==> src/rtl/vram_arbiter.sv <==
// Single-port framebuffer RAM shared by VGA scan-out (fixed priority) and a one-entry CPU buffer.
// Grant is combinational; valid/ack/miss follow one cycle later; a pending CPU access waits at most STARVE_MAX denied cycles.
module vram_arbiter #(
  parameter int ADDR_W     = 15,
  parameter int DATA_W     = 8,
  parameter int STARVE_MAX = 4,
  parameter int CNT_W      = 16
) (
  input  logic              CLK,
  input  logic              reset,
  input  logic              vga_req,
  input  logic [ADDR_W-1:0] vga_addr,
  output logic [DATA_W-1:0] vga_data,
  output logic              vga_valid,
  output logic              vga_miss,
  output logic [CNT_W-1:0]  miss_count,
  input  logic              cpu_req,
  input  logic              cpu_we,
  input  logic [ADDR_W-1:0] cpu_addr,
  input  logic [DATA_W-1:0] cpu_wdata,
  output logic              cpu_ready,
  output logic              cpu_ack,
  output logic [DATA_W-1:0] cpu_rdata,
  output logic [ADDR_W-1:0] mem_addr,
  output logic [DATA_W-1:0] mem_wdata,
  output logic              mem_we,
  input  logic [DATA_W-1:0] mem_rdata
);

  localparam int WAIT_W = (STARVE_MAX < 1) ? 1 : $clog2(STARVE_MAX + 1);

  typedef enum logic [1:0] {
    GNT_IDLE = 2'd0,
    GNT_VGA  = 2'd1,
    GNT_CPU  = 2'd2
  } grant_e;

  logic              pending_q,    pending_d;
  logic [WAIT_W-1:0] wait_cnt_q,   wait_cnt_d;
  logic              buf_we_q,     buf_we_d;
  logic [ADDR_W-1:0] buf_addr_q,   buf_addr_d;
  logic [DATA_W-1:0] buf_wdata_q,  buf_wdata_d;
  logic              vga_valid_q,  vga_valid_d;
  logic              vga_miss_q,   vga_miss_d;
  logic              cpu_ack_q,    cpu_ack_d;
  logic [CNT_W-1:0]  miss_count_q, miss_count_d;

  grant_e grant;
  logic   force_cpu;
  logic   accept;

  assign force_cpu = pending_q & (wait_cnt_q == WAIT_W'(STARVE_MAX));
  assign accept    = cpu_req & ~pending_q;

  always_comb begin
    grant = GNT_IDLE;
    if (force_cpu) begin
      grant = GNT_CPU;
    end else if (vga_req) begin
      grant = GNT_VGA;
    end else if (pending_q) begin
      grant = GNT_CPU;
    end
  end

  // Accept and CPU grant are mutually exclusive: accept needs pending=0, grant needs pending=1.
  always_comb begin
    pending_d    = pending_q;
    wait_cnt_d   = wait_cnt_q;
    buf_we_d     = buf_we_q;
    buf_addr_d   = buf_addr_q;
    buf_wdata_d  = buf_wdata_q;
    vga_valid_d  = (grant == GNT_VGA);
    cpu_ack_d    = (grant == GNT_CPU);
    vga_miss_d   = force_cpu & vga_req;
    miss_count_d = miss_count_q;

    if (grant == GNT_CPU) begin
      pending_d = 1'b0;
    end else if (pending_q) begin
      wait_cnt_d = wait_cnt_q + WAIT_W'(1);
    end

    if (accept) begin
      pending_d   = 1'b1;
      wait_cnt_d  = '0;
      buf_we_d    = cpu_we;
      buf_addr_d  = cpu_addr;
      buf_wdata_d = cpu_wdata;
    end

    if (vga_miss_d && (miss_count_q != {CNT_W{1'b1}})) begin
      miss_count_d = miss_count_q + CNT_W'(1);
    end
  end

  always_ff @(posedge CLK or posedge reset) begin
    if (reset) begin
      pending_q    <= 1'b0;
      wait_cnt_q   <= '0;
      buf_we_q     <= 1'b0;
      buf_addr_q   <= '0;
      buf_wdata_q  <= '0;
      vga_valid_q  <= 1'b0;
      vga_miss_q   <= 1'b0;
      cpu_ack_q    <= 1'b0;
      miss_count_q <= '0;
    end else begin
      pending_q    <= pending_d;
      wait_cnt_q   <= wait_cnt_d;
      buf_we_q     <= buf_we_d;
      buf_addr_q   <= buf_addr_d;
      buf_wdata_q  <= buf_wdata_d;
      vga_valid_q  <= vga_valid_d;
      vga_miss_q   <= vga_miss_d;
      cpu_ack_q    <= cpu_ack_d;
      miss_count_q <= miss_count_d;
    end
  end

  assign mem_addr   = (grant == GNT_CPU) ? buf_addr_q : vga_addr;
  assign mem_wdata  = buf_wdata_q;
  assign mem_we     = (grant == GNT_CPU) & buf_we_q & ~reset;

  assign cpu_ready  = ~pending_q;
  assign cpu_ack    = cpu_ack_q;
  assign cpu_rdata  = mem_rdata;
  assign vga_valid  = vga_valid_q;
  assign vga_miss   = vga_miss_q;
  assign vga_data   = mem_rdata;
  assign miss_count = miss_count_q;

endmodule

==> config.mk <==
export PLATFORM = sky130hd
export DESIGN_NAME = vram_arbiter
export DESIGN_NICKNAME = d
export VERILOG_FILES = /design/src/rtl/vram_arbiter.sv
export SDC_FILE = /design/constraint.sdc
export NUM_CORES = 1
export LEC_CHECK = 0
export BUFFER_PORTS_ARGS = -buffer_cell sky130_fd_sc_hd__buf_2
export CAP_MARGIN = 40
export CORE_MARGIN = 10
export CORE_UTILIZATION = 46
export DETAILED_ROUTE_END_ITERATION = 12
export HOLD_SLACK_MARGIN = 0.06
export PLACE_DENSITY = 0.9
export REMOVE_ABC_BUFFERS = 1
export SYNTH_ARGS = -nofsm -noshare
export SYNTH_HDL_FRONTEND = slang
export SYNTH_SLANG_ARGS = --single-unit
==> constraint.sdc <==
create_clock -name CLK -period 2.5 [get_ports CLK]
set_input_delay 0.125 -clock CLK [delete_from_list [all_inputs] [get_ports CLK]]
set_output_delay 0.125 -clock CLK [all_outputs]
set_load 0.005 [all_outputs]
==> metrics, run 1 <==
top cells by count, synth=nand2_1, dfrtp_1, buf_4; power density over the cells=642 nW/µm²; Critical Setup Path Class=register to primary output; Post-synth EDFFs=0; top_reg_cell synth=dfrtp_1; Die Wd=91.7 µm; antenna-violating nets left=0; core area=5040 µm²; layout cells sized above 1=0.369; r2r setup slk=540 ps; clock sinks=47; CTS Hold Buffers Added=25; vias in the first global route=2077; CTS H-tree lvls=2; CTS tree=built; Netlist cell types=34; most frequent cell after synthesis=nand2_1; initial antenna violation count=0; # rows=26; top cell type's share of synthesized area=0.498; nets@finish=397; critical path data arrival time=2220 ps; Worst Setup End Kind=primary output; Final setup viols=0; Iter 0 DRT Violations=148; largest area contributor in the netlist=dfrtp_1; peak supply drop=0.340 mV; crit share post-route=0.940; post-synthesis sequential area ratio=0.498; Vias=2041; cell depth of the worst flop-to-flop path=5; DP HPWL=4650 µm; setup TNS=0 ps; Async S/R FF share, synth=1.00; Leak Pwr=0.00172 µW; Max Slew Vio Count=0; Synth Instances=243; mux share of post-synthesis cell area=0.0873; post-CTS setup buffers=0; synth top area cells=dfrtp_1, nand2_1, mux2_2, buf_4, xor2_1; YS warnings=0; Mapped Area=2360 µm²; total gr overflow=0; min-delay src=vga_req; Die Span Y=91.7 µm; Initial Util=0.469; hold path depth=2; worst-margin pin slew=752 ps; FMAX=0.426 GHz; CP Data Required Time=2380 ps; worst-path maximum fanout=9; Worst-path clk slew=80 ps; Worst R2R Start=miss_count[1]; Max Cap Violations=0; nature of the critical path startpoint=register; Simple-Gate Fraction of Synth Area=0.259; drt total wl=6300 µm; global-route wire length before repair=10300 µm; final hold violations=0; reg-to-reg endpoint=miss_count[1]; Worst Hold Path EP=vga_valid; Max clock buf depth=2; ant diodes=0; PnR worst setup slack=151 ps; GPL Wtd Cong=0.878; first-pass iteration count of the detailed router=4; Clk Latency, worst-skew pair=290 ps; largest net degree at the start of global routing=30; gr usage total=0.147; Clock Skew=3.81 ps; outcome=complete, no violations; port bufs=86; dpl ws=498 ps; RSZ-0062 raised after global routing=no; flops & latches, synth=47; Worst setup startpoint=wait_cnt_q[0]; post-cts sizing count=0; die area=8410 µm²; Synth Area in Compound Gates=0.0196; Worst Hold Slack=121 ps; crit path time final=2350 ps; HP Class=input pin to register; CTS Buf Count=5; Root Buffer=clkbuf_8; WL/cell=15.2 µm; mean post-synth cell area=9.73 µm²; Vias/cell=4.93; Post-Synth Adder-Cell Area=0.0159; DR DRC count=0; num ports=111; Slew HR=0.495; XOR/XNOR Fraction of Synth Area=0.0482; largest family of logic cells by synthesized area=simple AND/OR/NAND/NOR gates; area added between synthesis and finish=33.3%
[state kept, by name (all words and copies together), names as in the netlist]
signal	count
buf_addr_q	15
buf_we_q	1
cpu_ack	1
mem_wdata	8
miss_count	16
pending_q	1
vga_miss	1
vga_valid	1
wait_cnt_q	3
[how the worst max path moves through the flow]
stage / end / slack (ps)
2_1_floorplan: miss_count[1] / 720
3_3_place_gp: mem_addr[3] / 590
3_5_place_dp: mem_addr[4] / 500
4_1_cts: mem_addr[4] / 140
5_1_grt: mem_addr[3] / 30
6_report: mem_addr[3] / 150
[metal layers]
layer | wire length (µm) | up-vias | GRT usage
li1 | - | 987 | -
met1 | 2530 | 944 | 0.162
met2 | 3170 | 99 | 0.253
met3 | 484 | 11 | 0.0481
met4 | 120 | 0 | 0.0640
met5 | 0 | - | 0
[report_power, final]
part	switching [µW]	internal, µW	total, µW	leakage (µW)
clock network	238	323	561	0.0000612
logic	242	238	480	0.00104
registers	92.8	889	982	0.000609
[layout by cell type, fill, tap and decap left out, drive strengths merged]
| cell | synthesis | routed |
|---|---|---|
| nor2 | 6 | 6 |
| and4 | 1 | 1 |
| nand2b | 1 | 1 |
| dlygate4sd3 | 0 | 25 |
| xor2 | 12 | 12 |
| a31oi | 1 | 1 |
| nand3 | 10 | 10 |
| nand4 | 9 | 9 |
| xnor2 | 1 | 1 |
| clkbuf | 5 | 6 |
| buf | 17 | 90 |
| nand2 | 86 | 86 |
| clkinv | 1 | 2 |
| nor3 | 7 | 7 |
| ha | 3 | 3 |
| mux2 | 18 | 18 |
| a211oi | 1 | 1 |
| a2111oi | 1 | 1 |
| nor4 | 3 | 3 |
| nor3b | 2 | 2 |
| nor4b | 1 | 1 |
| o21ai | 2 | 2 |
| nor2b | 1 | 1 |
| o21a | 1 | 1 |
| dfrtp | 47 | 47 |
| inv | 6 | 6 |
| bufinv | 0 | 1 |
[critical path, stage by stage, from the launching register on]
cell and delay, ps:
dfrtp_1 390, inv_1 70, ha_1 230, nand2_1 130, nand2_1 70, nand2_1 290, buf_4 260, mux2_2 350
buf_2 130
[area by class of cell]
| cell class | count | area (µm²) |
|---|---|---|
| clock inverters | 2 | 35.0 |
| inverters | 7 | 27.5 |
| repair buffers | 115 | 723 |
| well taps | 70 | 87.6 |
| clock buffers | 6 | 82.6 |
| fillers | 420 | 1890 |
| multi-input cells | 167 | 1020 |
| flip-flops and latches | 47 | 1180 |
[logic make-up (layout without fill, tap and decap cells)]
logic type | Yosys count | count (layout)
simple gates | 127 | 127
mux | 18 | 18
flops | 47 | 47
buf+inv | 29 | 130
compound gates | 6 | 6
xor+xnor | 13 | 13
fa+ha+maj | 3 | 3
[metrics by stage]
stage	area, µm²	total power (µW)	instances	utilization
6_report	3150	2020	414	0.625
5_1_grt	3150	2150	414	0.625
4_1_cts	3150	2050	414	0.625
3_5_place_dp	2780	1450	381	0.552
3_3_place_gp	2760	1420	380	0.548
2_1_floorplan	2220	1230	221	-
(Power assumes the default switching activity.)
==> inputs of run 2 (changes only) <==
- CORE_UTILIZATION: 46 -> 48
- CTS_BUF_LIST: not set -> sky130_fd_sc_hd__clkbuf_2
- PLACE_DENSITY: 0.9 -> 0.93
==> metrics, run 2 (synthesis results as in run 1) <==
PnR worst setup slack=302 ps; CTS Buf Count=5; # rows=25; CTS tree=built; GPL Wtd Cong=0.890; num ports=111; worst-path maximum fanout=9; critical path data arrival time=2070 ps; Max clock buf depth=2; Final setup viols=0; vias in the first global route=2139; WL/cell=15.8 µm; FMAX=0.455 GHz; DP HPWL=4730 µm; crit share post-route=0.879; dpl ws=533 ps; global routing's busiest layer=met2; post-CTS setup buffers=0; final hold violations=0; Leak Pwr=0.00172 µW; initial antenna violation count=0; Worst R2R Start=miss_count[0]; gr usage total=0.160; DR DRC count=0; outcome=complete, no violations; r2r setup slk=480 ps; global-route wire length before repair=10900 µm; met3 GRT Util=0.0432; Worst-path clk slew=230 ps; nets@finish=399; hold path depth=4; nature of the critical path startpoint=register; HP Class=input pin to register; Clk Latency, worst-skew pair=420 ps; clock sinks=47; RSZ-0062 raised after global routing=no; port bufs=86; Worst Hold Path EP=buf_addr_q[13]; area added between synthesis and finish=33.0%; first-pass iteration count of the detailed router=4; Worst Setup End Kind=primary output; most frequent cells in the layout=nand2_1, buf_2, dfrtp_1, dlygate4sd3_1, mux2_2; layout cells sized above 1=0.370; Max Cap Violations=0; total gr overflow=0; CP Data Required Time=2380 ps; CTS H-tree lvls=2; ant diodes=0; Root Buffer=clkbuf_2; reg-to-reg endpoint=miss_count[1]; Clock Skew=14.1 ps; Vias=2084; Slew HR=0.530; min-delay src=cpu_req; Initial Util=0.497; Max Slew Vio Count=0; max reg flops=16; setup TNS=0 ps; crit path time final=2200 ps; met2 usage=0.279; Die Wd=90.2 µm; Vias/cell=5.05; cell depth of the worst flop-to-flop path=5; die area=8130 µm²; antenna-violating nets left=0; power density over the cells=630 nW/µm²; Iter 0 DRT Violations=53; core area=4750 µm²; worst-margin pin slew=699 ps; Critical Setup Path Class=register to primary output; GRT met1 Usage=0.180; Die Span Y=90.2 µm; drt total wl=6510 µm; peak supply drop=0.395 mV; largest net degree at the start of global routing=31
==> run 2: cell count changes in the layout (fill, tap and decap cells not counted), sizes merged <==
cell | before | now
buf | 90 | 91
bufinv | 1 | 2
clkinv | 2 | 1
dlygate4sd3 | 25 | 26
==> run 2: worst max-delay path: stages (launching register included) <==
cell and delay, ps:
dfrtp_1 440, inv_1 60, ha_1 220, nand2_1 120, nand2_1 70, nand2_1 80, buf_4 180, mux2_2 360
buf_2 130
==> run 2: how the worst max path moves through the flow <==
stage / startpoint / depth (start not counted) / to
6_report: wait_cnt_q[0] / 8 / mem_addr[4]
5_1_grt: wait_cnt_q[0] / 8 / mem_addr[4]
4_1_cts: wait_cnt_q[0] / 8 / mem_addr[4]
3_5_place_dp: miss_count[0] / 5 / miss_count[1]
3_3_place_gp: miss_count[0] / 5 / miss_count[1]
2_1_floorplan: miss_count[0] / 5 / miss_count[1]
==> run 2: power breakdown <==
part / leakage (µW) / switching, µW / internal (µW) / total [µW]
Sequential: 0.000609 / 92.2 / 888 / 981
Combinational: 0.00106 / 241 / 245 / 486
Clock: 0.0000532 / 239 / 273 / 512
Total: 0.00172 / 573 / 1410 / 1980
==> run 2: layer usage <==
layer / vias up / share of wire
met2: 81 / 0.52
li1: 994 / -
met4: 0 / 0.021
met5: - / 0
met3: 16 / 0.057
met1: 993 / 0.40
==> run 2: layout make-up <==
type | instances | area [µm²]
repair buffers | 117 | 748
clock inverters | 2 | 60.1
inverters | 7 | 27.5
flip-flops and latches | 47 | 1180
fillers | 393 | 1610
well taps | 67 | 83.8
multi-input cells | 167 | 1020
clock buffers | 6 | 30.0
==> run 2: timing repair <==
item                                   CTS  global route
hold buffers                            26             0
setup endpoints to repair                0             0
resized for setup                        0             0
endpoints found under the hold margin   72             0
==> run 2: through the flow <==
stage	instance area, µm²	util	power, µW	instances	hold slack, ps
3_3_place_gp	2760	0.580	1410	377	250
2_1_floorplan	2220	-	1230	221	230
6_report	3140	0.661	1980	413	161
4_1_cts	3140	0.661	2000	413	150
3_5_place_dp	2790	0.588	1450	379	146
5_1_grt	3140	0.661	2110	413	149
==> inputs of run 3 (changes only) <==
- CTS_BUF_LIST: sky130_fd_sc_hd__clkbuf_2 -> sky130_fd_sc_hd__clkbuf_4 sky130_fd_sc_hd__clkbuf_8
- CTS_CLUSTER_SIZE: not set -> 40
==> metrics, run 3 (synthesis results as in run 1) <==
DR DRC count=0; switching fraction of total power=0.274; nature of the critical path startpoint=register; Vias/cell=4.91; clock power share=0.310; Area after DPL=2790 µm²; vias in the first global route=2119; combinational group share of total power=0.228; Worst R2R Start=miss_count[0]; NetSw=582 µW; Die Wd=90.2 µm; Slew HR=0.510; RSZ-0062 raised after global routing=no; total gr overflow=0; WL/cell=15.8 µm; total power=2120 µW; Final setup viols=0; Worst setup startpoint=wait_cnt_q[0]; antenna-violating nets left=0; critical path data arrival time=1910 ps; max reg flops=16; clock sinks=47; CTS Buf Count=5; CP Data Required Time=2380 ps; worst-margin pin slew=730 ps; outcome=complete, no violations; final instance area=3180 µm²; gr usage total=0.160; ant diodes=0; nets@finish=398; CTS tree=built; worst-path maximum fanout=9; layout cells sized above 1=0.371; largest net degree at the start of global routing=31; initial antenna violation count=0; Iter 0 DRT Violations=112; Max Slew Vio Count=0; Worst Setup End Kind=primary output; HP Class=input pin to register; die area=8130 µm²; crit path time final=2040 ps; CTS H-tree lvls=2; port bufs=86; global-route wire length before repair=10900 µm; final hold violations=0; Worst-path clk slew=80 ps; DP HPWL=4730 µm; drt total wl=6520 µm; post-CTS setup buffers=0; first-pass iteration count of the detailed router=4; Critical Setup Path Class=register to primary output; min-delay src=vga_req; Max clock buf depth=2; Die Span Y=90.2 µm; crit share post-route=0.815; Sequential Power Share=0.462; # rows=25; GPL Wtd Cong=0.890; core area=4750 µm²; Clk Latency, worst-skew pair=290 ps; peak supply drop=0.367 mV; cell depth of the worst flop-to-flop path=5; Leak Pwr=0.00173 µW; num ports=111; FMAX=0.491 GHz; most frequent cells in the layout=nand2_1, buf_2, dfrtp_1, dlygate4sd3_1, mux2_2; setup TNS=0 ps; Internal=1540 µW; Max Cap Violations=0; Initial Util=0.497; area added between synthesis and finish=34.6%; hold path depth=2; Root Buffer=clkbuf_8; power density over the cells=668 nW/µm²; CTS Hold Buffers Added=25; Clock Skew=6.38 ps; Worst Hold Slack=97.9 ps; Vias=2024; post-cts sizing count=0
run 3: power by group through the flow:
stage / registers [µW] / clock network, µW / logic [µW]
2_1_floorplan: 982 / 0 / 246
3_3_place_gp: 983 / 0 / 431
3_5_place_dp: 994 / 0 / 459
4_1_cts: 981 / 674 / 492
5_1_grt: 1000 / 699 / 554
6_report: 981 / 659 / 485
run 3: final timing paths:
path | to | slack (ps)
max | mem_addr[4] | 460
min | vga_valid | 100
max reg2reg | miss_count[1] | 510
min reg2reg | mem_wdata[3] | 470
max in group asynchronous | wait_cnt_q[0] | 1630
min in group asynchronous | buf_we_q | 370
run 3: through the flow:
| stage | std cells | utilization | setup WS [ps] |
|---|---|---|---|
| floorplan | 221 | - | 721 |
| global placement | 377 | 0.580 | 633 |
| detailed placement | 379 | 0.588 | 533 |
| CTS | 412 | 0.669 | 438 |
| global route | 412 | 0.669 | 324 |
| finish | 412 | 0.669 | 462 |
run 3: worst max-delay path, stage by stage, from the launching register on:
cell and delay, ps:
dfrtp_1 400, inv_1 60, ha_1 220, nand2_1 120, nand2_1 70, nand2_1 90
buf_4 180, mux2_2 360, buf_2 130
run 3: per-layer routing:
metal  vias up  GRT usage  routed length, µm
li1        986          -                  -
met1       962      0.182               2670
met2        70      0.278               3410
met3         6     0.0424                349
met4         0     0.0610                 93
met5         -          0                  0
run 3: cell type report:
cell class	instances	area, µm²
Timing Repair Buffer	116	738
Clock inverter	2	60.1
Tap cell	67	83.8
Fill cell	388	1570
Multi-Input combinational cell	167	1020
Clock buffer	6	76.3
Sequential cell	47	1180
Inverter	7	27.5
